File: config.mk
export PLATFORM = sky130hd
export DESIGN_NAME = controller_mc
export DESIGN_NICKNAME = d
export VERILOG_FILES = /design/src/rtl/controller_mc.sv
export SDC_FILE = /design/constraint.sdc
export NUM_CORES = 1
export LEC_CHECK = 0
export BUFFER_PORTS_ARGS = -buffer_cell sky130_fd_sc_hd__buf_2
export CORE_MARGIN = 2
export CORE_UTILIZATION = 30
export DETAILED_ROUTE_END_ITERATION = 6
export PLACE_DENSITY = 0.56
export SLEW_MARGIN = 0
export SYNTH_ARGS = -nofsm -noshare
export SYNTH_HDL_FRONTEND = slang
export SYNTH_SLANG_ARGS = --single-unit
File: constraint.sdc
create_clock -name clk -period 3 [get_ports clk]
set_clock_uncertainty 0.2 [all_clocks]
set_input_delay 0.15 -clock clk [delete_from_list [all_inputs] [get_ports clk]]
set_output_delay 0.15 -clock clk [all_outputs]
set_load 0.05 [all_outputs]
File: src/rtl/controller_mc.sv
// controller_mc: multicycle control FSM for an RV32 style core.
// Sequences fetch, decode, execute, an optional multicycle mul/div wait,
// data memory access, write-back and trap entry. Datapath strobes are
// combinational from the current state and the inputs. State, exception
// status, the memory wait counter and the retire counter are registered.
//
// Ports
//   clk, reset                 clock, asynchronous active-high reset
//   instruction                currently latched instruction word
//   memory_ready/valid         memory handshake (accept / complete)
//   interrupted                pending enabled interrupt
//   address_low                execute result bits [1:0] (access address)
//   muldiv_done                multicycle unit result pulse
//   *_write_enable             datapath write strobes
//   memory_enable/command      memory request, 0=read 1=write
//   muldiv_start               start pulse to the multicycle unit
//   handle_trap / exit_trap    trap entry / MRET strobes
//   exception, exception_cause registered exception status
//   debug_state                current state encoding
//   retired_count              retired instruction counter (wraps)
//
// state      | meaning
// FETCH      | read instruction, wait for memory_valid
// DECODE     | take pending interrupt or proceed to execute
// EXECUTE    | latch ALU result, classify instruction
// MULDIV     | wait for multicycle unit
// MEMORY     | data load/store, alignment check on first cycle
// WRITE_BACK | update pc / register file, retire
// TRAP       | update pc to trap vector, no retire

module controller_mc #(
  parameter int unsigned MULDIV_ENABLE = 1,
  parameter int unsigned MEM_TIMEOUT   = 16,
  parameter int unsigned ALIGN_CHECK   = 1,
  parameter int unsigned RETIRE_WIDTH  = 32
) (
  input  logic                    clk,
  input  logic                    reset,
  input  logic [31:0]             instruction,
  input  logic                    memory_ready,
  input  logic                    memory_valid,
  input  logic                    interrupted,
  input  logic [1:0]              address_low,
  input  logic                    muldiv_done,
  output logic                    instruction_write_enable,
  output logic                    execute_result_write_enable,
  output logic                    load_memory_data_write_enable,
  output logic                    pc_write_enable,
  output logic                    register_file_write_enable,
  output logic                    memory_enable,
  output logic                    memory_command,
  output logic                    muldiv_start,
  output logic                    handle_trap,
  output logic                    exit_trap,
  output logic                    exception,
  output logic [30:0]             exception_cause,
  output logic [2:0]              debug_state,
  output logic [RETIRE_WIDTH-1:0] retired_count
);

  typedef enum logic [2:0] {
    ST_FETCH      = 3'd0,
    ST_DECODE     = 3'd1,
    ST_EXECUTE    = 3'd2,
    ST_MULDIV     = 3'd3,
    ST_MEMORY     = 3'd4,
    ST_WRITE_BACK = 3'd5,
    ST_TRAP       = 3'd6,
    ST_UNUSED     = 3'd7
  } state_e;

  localparam logic [7:0] TIMEOUT_C = 8'(MEM_TIMEOUT);
  localparam bit MULDIV_ON = (MULDIV_ENABLE != 0);
  localparam bit ALIGN_ON  = (ALIGN_CHECK != 0);

  state_e                  state_q, state_d;
  logic                    exc_q, exc_d;
  logic [30:0]             cause_q, cause_d;
  logic [7:0]              cnt_q, cnt_d;
  logic [RETIRE_WIDTH-1:0] retired_q, retired_d;

  // Instruction decode
  logic [6:0] opcode;
  logic [2:0] funct3;
  logic [6:0] funct7;
  logic is_load, is_store, is_calci, is_calcr, is_lui, is_auipc;
  logic is_jal, is_jalr, is_branch, is_fence, is_system;
  logic is_mop, is_ecall, is_mret, is_csr_rd, bad_shift, illegal;
  logic rd_writes, misaligned;
  logic [7:0] cnt_inc;

  assign opcode = instruction[6:0];
  assign funct3 = instruction[14:12];
  assign funct7 = instruction[31:25];

  assign is_load   = (opcode == 7'b0000011);
  assign is_store  = (opcode == 7'b0100011);
  assign is_calci  = (opcode == 7'b0010011);
  assign is_calcr  = (opcode == 7'b0110011);
  assign is_lui    = (opcode == 7'b0110111);
  assign is_auipc  = (opcode == 7'b0010111);
  assign is_jal    = (opcode == 7'b1101111);
  assign is_jalr   = (opcode == 7'b1100111);
  assign is_branch = (opcode == 7'b1100011);
  assign is_fence  = (opcode == 7'b0001111);
  assign is_system = (opcode == 7'b1110011);

  assign is_mop    = is_calcr && (funct7 == 7'b0000001);
  assign is_ecall  = (instruction == 32'h0000_0073);
  assign is_mret   = (instruction == 32'h3020_0073);
  // funct3=100 has no CSR meaning and is rejected as illegal
  assign is_csr_rd = is_system && (funct3 != 3'b000) && (funct3 != 3'b100);

  // SLLI needs funct7=0; SRLI/SRAI accept 0 or 0100000
  assign bad_shift = is_calci &&
                     (((funct3 == 3'b001) && (funct7 != 7'b0000000)) ||
                      ((funct3 == 3'b101) && (funct7 != 7'b0000000) &&
                       (funct7 != 7'b0100000)));

  assign illegal = !(is_load || is_store || is_calci || is_calcr || is_lui ||
                     is_auipc || is_jal || is_jalr || is_branch || is_fence ||
                     is_system) ||
                   bad_shift ||
                   (is_system && (funct3 == 3'b000) && !is_ecall && !is_mret) ||
                   (is_system && (funct3 == 3'b100)) ||
                   (is_mop && !MULDIV_ON);

  assign rd_writes = is_lui || is_auipc || is_jal || is_jalr || is_load ||
                     is_calci || is_calcr || is_csr_rd;

  assign misaligned = ALIGN_ON &&
                      (((funct3[1:0] == 2'b10) && (address_low != 2'b00)) ||
                       ((funct3[1:0] == 2'b01) && address_low[0]));

  assign cnt_inc = cnt_q + 8'd1;

  always_ff @(posedge clk or posedge reset) begin
    if (reset) begin
      state_q   <= ST_FETCH;
      exc_q     <= 1'b0;
      cause_q   <= '0;
      cnt_q     <= '0;
      retired_q <= '0;
    end else begin
      state_q   <= state_d;
      exc_q     <= exc_d;
      cause_q   <= cause_d;
      cnt_q     <= cnt_d;
      retired_q <= retired_d;
    end
  end

  always_comb begin
    state_d   = state_q;
    exc_d     = exc_q;
    cause_d   = cause_q;
    cnt_d     = cnt_q;
    retired_d = retired_q;

    instruction_write_enable      = 1'b0;
    execute_result_write_enable   = 1'b0;
    load_memory_data_write_enable = 1'b0;
    pc_write_enable               = 1'b0;
    register_file_write_enable    = 1'b0;
    memory_enable                 = 1'b0;
    memory_command                = 1'b0;
    muldiv_start                  = 1'b0;
    handle_trap                   = 1'b0;
    exit_trap                     = 1'b0;

    case (state_q)
      ST_FETCH: begin
        memory_enable = memory_ready;
        if (memory_valid) begin
          instruction_write_enable = 1'b1;
          state_d = ST_DECODE;
        end else if (cnt_inc == TIMEOUT_C) begin
          state_d = ST_TRAP;
          exc_d   = 1'b1;
          cause_d = 31'd1;
        end else begin
          cnt_d = cnt_inc;
        end
      end

      ST_DECODE: begin
        if (interrupted) begin
          state_d = ST_TRAP;
          exc_d   = 1'b0;
          cause_d = '0;
        end else begin
          state_d = ST_EXECUTE;
        end
      end

      ST_EXECUTE: begin
        execute_result_write_enable = 1'b1;
        if (illegal) begin
          state_d = ST_TRAP;
          exc_d   = 1'b1;
          cause_d = 31'd2;
        end else if (is_ecall) begin
          state_d = ST_TRAP;
          exc_d   = 1'b1;
          cause_d = 31'd11;
        end else if (is_load || is_store) begin
          state_d = ST_MEMORY;
          cnt_d   = '0;
        end else if (is_mop) begin
          state_d      = ST_MULDIV;
          muldiv_start = 1'b1;
        end else begin
          state_d = ST_WRITE_BACK;
        end
      end

      ST_MULDIV: begin
        if (muldiv_done) begin
          execute_result_write_enable = 1'b1;
          state_d = ST_WRITE_BACK;
        end
      end

      ST_MEMORY: begin
        // counter is still zero only on the first MEMORY cycle
        if ((cnt_q == 8'd0) && misaligned) begin
          state_d = ST_TRAP;
          exc_d   = 1'b1;
          cause_d = is_load ? 31'd4 : 31'd6;
        end else begin
          memory_enable  = memory_ready;
          memory_command = is_store;
          if (memory_valid) begin
            load_memory_data_write_enable = is_load;
            state_d = ST_WRITE_BACK;
          end else if (cnt_inc == TIMEOUT_C) begin
            state_d = ST_TRAP;
            exc_d   = 1'b1;
            cause_d = is_load ? 31'd5 : 31'd7;
          end else begin
            cnt_d = cnt_inc;
          end
        end
      end

      ST_WRITE_BACK: begin
        pc_write_enable            = 1'b1;
        register_file_write_enable = rd_writes;
        exit_trap                  = is_mret;
        retired_d = retired_q + RETIRE_WIDTH'(1);
        state_d   = ST_FETCH;
        cnt_d     = '0;
        exc_d     = 1'b0;
        cause_d   = '0;
      end

      ST_TRAP: begin
        pc_write_enable = 1'b1;
        handle_trap     = 1'b1;
        state_d = ST_FETCH;
        cnt_d   = '0;
        exc_d   = 1'b0;
        cause_d = '0;
      end

      default: begin
        state_d = ST_FETCH;
        cnt_d   = '0;
        exc_d   = 1'b0;
        cause_d = '0;
      end
    endcase

    // strobes must be quiet while reset is held, even though FETCH would
    // otherwise forward memory_ready
    if (reset) begin
      instruction_write_enable      = 1'b0;
      execute_result_write_enable   = 1'b0;
      load_memory_data_write_enable = 1'b0;
      pc_write_enable               = 1'b0;
      register_file_write_enable    = 1'b0;
      memory_enable                 = 1'b0;
      memory_command                = 1'b0;
      muldiv_start                  = 1'b0;
      handle_trap                   = 1'b0;
      exit_trap                     = 1'b0;
    end
  end

  assign exception       = exc_q;
  assign exception_cause = cause_q;
  assign debug_state     = state_q;
  assign retired_count   = retired_q;

endmodule

Yosys cells after proc, flatten, opt, wreduce, memory -nomap -nowiden
Index checks and enable logic that the tools add are counted.
- input port bits: 40
- output and inout bits: 77
- word-level logic and storage cells: 164
- register bits: 75
- add/subtract/negate cells: 2
- mux-type cells: 66
- bitwise logic cells: 2
- reduce and logical (&&, ||, !) cells: 50
- equal/unequal tests: 39
- operator list (cell ; count):
    two-way mux 31 bit ; 8
    one-hot mux 31 bit (5 select lines) ; 1
    two-way mux 8 bit ; 6
    two-way mux 1 bit ; 34
    adder 32 x 1 -> 32 bit (second input constant) ; 1
    equality test 32 x 30 -> 1 bit (second input constant) ; 1
    equality test 32 x 7 -> 1 bit (second input constant) ; 1
    one-hot mux 8 bit (4 select lines) ; 1
    two-way mux 3 bit ; 10
    equality test 7 bit (second input constant) ; 4
    logical OR 1 bit ; 22
    equality test 7 x 6 -> 1 bit (second input constant) ; 3
    inequality test 2 bit (second input constant) ; 8
    equality test 3 bit (second input constant) ; 5
    one-hot mux 3 bit (5 select lines) ; 1
    equality test 7 x 5 -> 1 bit (second input constant) ; 2
    logical AND 1 bit ; 14
    inequality test 3 bit (second input constant) ; 4
    adder 8 x 1 -> 8 bit (second input constant) ; 1
    equality test 8 x 5 -> 1 bit (second input constant) ; 1
    logical NOT 8 bit ; 1
    equality test 7 x 1 -> 1 bit (second input constant) ; 1
    equality test 7 x 2 -> 1 bit (second input constant) ; 1
    equality test 7 x 4 -> 1 bit (second input constant) ; 1
    other kinds (18) ; 27

Logic depth before layout (Yosys ltp)
- depth after elaboration: 18
- gate-level depth with buffers: 9
- gate-level depth less buffers: 7

Worst setup path before layout
OpenSTA, ideal clock, no wires.
- path kind: register -> output
- start: register state_q[2], in the netlist debug_state[2]
- end: output pc_write_enable
- cell stages (with the launch flop): 4
- required time: 2.650 ns
- arrival: 3.161 ns
- setup slack: -0.511 ns
- path through: dfrtp_1 > clkbuf_1 > nor4b_1 > a21o_1
- cells in the longest elaborated chain, start to end: 4
- RTL lines (element ; RTL line ; text):
    start: declaration ; 76 ; state_e state_q, state_d;
    start signal: assignment ; 145 ; state_q <= state_d;
    equality test 3 bit ; 171 ; case (state_q)
    OR reduction 2 bit (no line) * ; n/a ;
    two-way mux 1 bit * ; 171 ;
    two-way mux 1 bit * ; 276 ; if (reset) begin
    end: declaration ; 48 ; output logic pc_write_enable,
Mark *: on every way between the ends. The rest lies on a longest branch, timed or not.

Worst setup path in the final report
- start: register state_q[1], in the netlist debug_state[1]
- end: output exit_trap
- cells in the longest elaborated chain, start to end: 3
- RTL lines (element ; RTL line ; text):
    equality test 3 bit ; 171 ;
    two-way mux 1 bit ; 171 ;
    two-way mux 1 bit ; 276 ;
    end: declaration ; 54 ; output logic exit_trap,
Every way passes these cells.

==> qor.txt <==
=====================================================================================
Final design instance area without fill                                  0.003607 mm^2
Die width                                                                    103.2 um
Reg2Reg Depth                                                                       6
Final setup violation count                                                         0
H-Tree Depth                                                                        2
Detailed-route DRC error count                                                      0
Hold Fails Final Rpt                                                                0
Required time of the critical path                                            2.65 ns
Buffer count from post-CTS setup fixing                                             0
Power density over the cells                                             663.3 mW/mm^2
TritonCTS clock tree                                                             done
Share of synthesized flip-flops with an asynchronous set or reset              100.0%
Grt ovf                                                                             0
Aggregate negative setup slack                                                   0 ns
Wire length per cell after detailed routing                                  12.58 um
Worst vdd ir                                                                0.2525 mV
Largest fanout on the critical path                                                10
Highest Clock Rate                                                          397.3 MHz
Hold-fix buffers, CTS                                                               2
Start point of the worst hold path                                        interrupted
Pin count of the biggest net entering global routing                               32
Power share of the sequential group                                             34.4%
Switching Power                                                              1.088 mW
Distinct cells, synth                                                              56
Post-synthesis share of cell area spent on and, or, nand and nor gates         26.68%
Clock power frac                                                                19.2%
Status                                                                   complete, no violations
Worst max-slew margin expressed relative to the limit                          59.45%
Number of antenna violations at the first check in global routing                   0
Crit Path Class                                                          flip-flop to primary output
Root Driver                                                              sky130_fd_sc_hd__clkbuf_8
Kind of start point of the critical path                                    flip-flop
Most frequently used flop master after synthesis                         sky130_fd_sc_hd__dfrtp_1
RSZ-0062 raised after global routing                                            false
Min-Delay Path Depth                                                                4
First-pass iteration count of the detailed router                                   4
Number of buffers created by CTS                                                    5
Die extent in y                                                              103.2 um
Final GP Congestion                                                            0.8515
First-pass GRT wire length                                                   10850 um
Hold WC Path Type                                                        input port to flip-flop
Final total power                                                            2.393 mW
Internal power                                                               1.305 mW
Final max-slew violation count                                                      0
Share of post-route cells with drive strength above 1                          28.33%
Area of the core                                                         0.009639 mm^2
Estimated wirelength of the detail-placed design                              5462 um
DIE AREA                                                                 0.01064 mm^2
Max Root-Sink Buffers                                                               2
Clk pin slew, worst setup/hold paths                                          0.09 ns
Standby leakage power                                                        1.768 nW
Hold EP                                                                  debug_state[2]
Fraction of the mapped netlist area in adder cells                             1.272%
Initial Util                                                                   30.61%
Post-synthesis register bit count                                                  48
Post-route clock period utilization                                            83.90%
Maximum Capacitance Violations                                                      0
Flop-to-flop setup slack                                                      0.54 ns
Switching Share                                                                45.47%
Syn avg cell area                                                          9.134 um^2
Reg-to-reg startpoint                                                    debug_state[1]
Instance area after placement                                            0.003480 mm^2
Initial DRC count                                                                 129
Count of buffers inserted at the top-level ports                                   89
Worst flop-to-flop path endpoint                                         retired_count[20]
Number of inserted filler cells in the final layout                              1018
Global routing usage summed across all routing layers                          12.67%
Type of element capturing the critical path                              primary output
Yosys warns                                                                         0
Register area share after synthesis                                            40.71%
Via count of the first global-routing pass                                       2269
Dominant combinational cell family by area after synthesis               simple AND/OR/NAND/NOR gates
Antenna Violating Nets Remaining                                                    0
PostCTS Resize Cnt                                                                  0
Core Rows                                                                          36
Total standard cell area after synthesis                                 0.002950 mm^2
Shortest clock period the worst path allows after layout                     2.517 ns
Post-layout net count                                                             462
Share of the synthesized area in compound gates (AO/OA/AOI/OAI)                11.62%
Area growth from synthesis to layout                                           22.26%
Combinational group share of total power                                        46.4%
Vias post-DR                                                                     2618
Number of enable-type register cells in the synthesized netlist                     0
Final Routed Wirelength                                                       6957 um
Slew at the pin closest to its max-slew limit                               0.6083 ns
Cell count after synthesis                                                        323
Insertion delay of the later-clocked pin in the worst-skew pair               0.30 ns
Count of inserted antenna diode cells                                               0
Arrival time reported for the critical path endpoint                          2.17 ns
Fraction of synthesized cell area in xor and xnor cells                        9.203%
Number of top-level pins                                                          117
Multiplexer share of the synthesized area                                      1.103%
TritonCTS Sinks                                                                    48
Via density per instance                                                        4.734
=====================================================================================
==> area by class of cell <==
class | count | area (um^2) | area share [%]
clock buffers | 6 | 72.57 | 2.012
clock inverters | 2 | 35.03 | 0.9712
inverters | 10 | 37.54 | 1.041
multi-input cells | 257 | 1584 | 43.91
flip-flops and latches | 48 | 1201 | 33.30
well taps | 133 | 166.4 | 4.613
repair buffers | 97 | 510.5 | 14.15
==> worst max-delay path: stages, from the launching register on <==
cell                      delay (ns)
sky130_fd_sc_hd__dfrtp_1        0.47
sky130_fd_sc_hd__inv_1          0.24
sky130_fd_sc_hd__nand3_1        0.20
sky130_fd_sc_hd__or4_1          0.55
sky130_fd_sc_hd__nor3_2         0.11
sky130_fd_sc_hd__buf_2          0.29
==> kinds of logic (layout without fill, tap and decap cells) <==
kind of cell             Yosys count  in the layout
adder cells (fa/ha/maj)            3              3
XOR/XNOR                          31             31
multiplexers                       3              3
AO/OA/AOI/OAI                     53             53
AND/OR/NAND/NOR                  140            140
other                              1             27
buffers and inverters             44            115
flip-flops                        48             48
==> cells in the mapped netlist (all sizes together), types with 9 or more instances <==
master   n  area [um^2]
dfrtp   48         1201
nand3   22        110.1
o21ai   19        95.09
buf     31        225.2
nor2    18        67.56
nor3    16        95.09
inv     10        37.54
nand2   31        116.4
xor2    10        87.58
a21oi    9        45.04
nand4    9        56.30
xnor2   21        183.9
==> placed cells by master (no fill, tap or decap), drive strengths merged, types with 4 or more instances in the layout <==
master  count
nor4        5
conb       27
a21oi       9
nand4       9
nand2      31
nor2       18
inv        10
xnor2      21
xor2       10
clkbuf      6
buf        95
nor3       16
nand2b      5
or4         4
nand3      22
and2        4
o21ai      19
and3        8
dfrtp      48
==> worst max-delay path by stage <==
| stage | start | endpoint |
|---|---|---|
| floorplan | reset | instruction_write_enable |
| global placement | debug_state[1] | retired_count[20] |
| detailed placement | debug_state[1] | retired_count[20] |
| CTS | debug_state[1] | exit_trap |
| global route | debug_state[1] | retired_count[20] |
| finish | debug_state[1] | exit_trap |
==> layer usage <==
layer | up-vias | global-route usage [%] | share of wire [%]
li1 | 1293 | - | -
met1 | 1214 | 18.59 | 47
met2 | 107 | 19.83 | 45
met3 | 4 | 2.218 | 6.9
met4 | 0 | 2.126 | 0.53
met5 | - | 0 | 0
==> per-stage QoR <==
step                      setup slack [ns]  instances  hold WS, ns  util [%]
final                               0.4831        553      0.09453     37.42
after global routing                0.2863        553      0.09839     37.42
after CTS                           0.4596        553      0.09153     37.42
after detailed placement            0.5476        543      0.09164     36.10
after global placement              0.6271        543      0.08313     36.10
after floorplan                     0.2013        349      0.08533         -
==> power groups by stage <==
stage,sequential (mW),combinational (mW),clock (mW)
CTS,0.824,1.12,0.477
detailed placement,0.838,1.11,0
finish,0.822,1.11,0.459
floorplan,1.06,0.613,0
global route,0.837,1.20,0.499
global placement,0.833,1.11,0
==> sequential cells by signal, summed over array words and instances (netlist names) <==
register	flops
exception_cause	4
exception	1
cnt_q	8
debug_state	3
retired_count	32
Note: power is estimated with default switching activity, not from simulation.
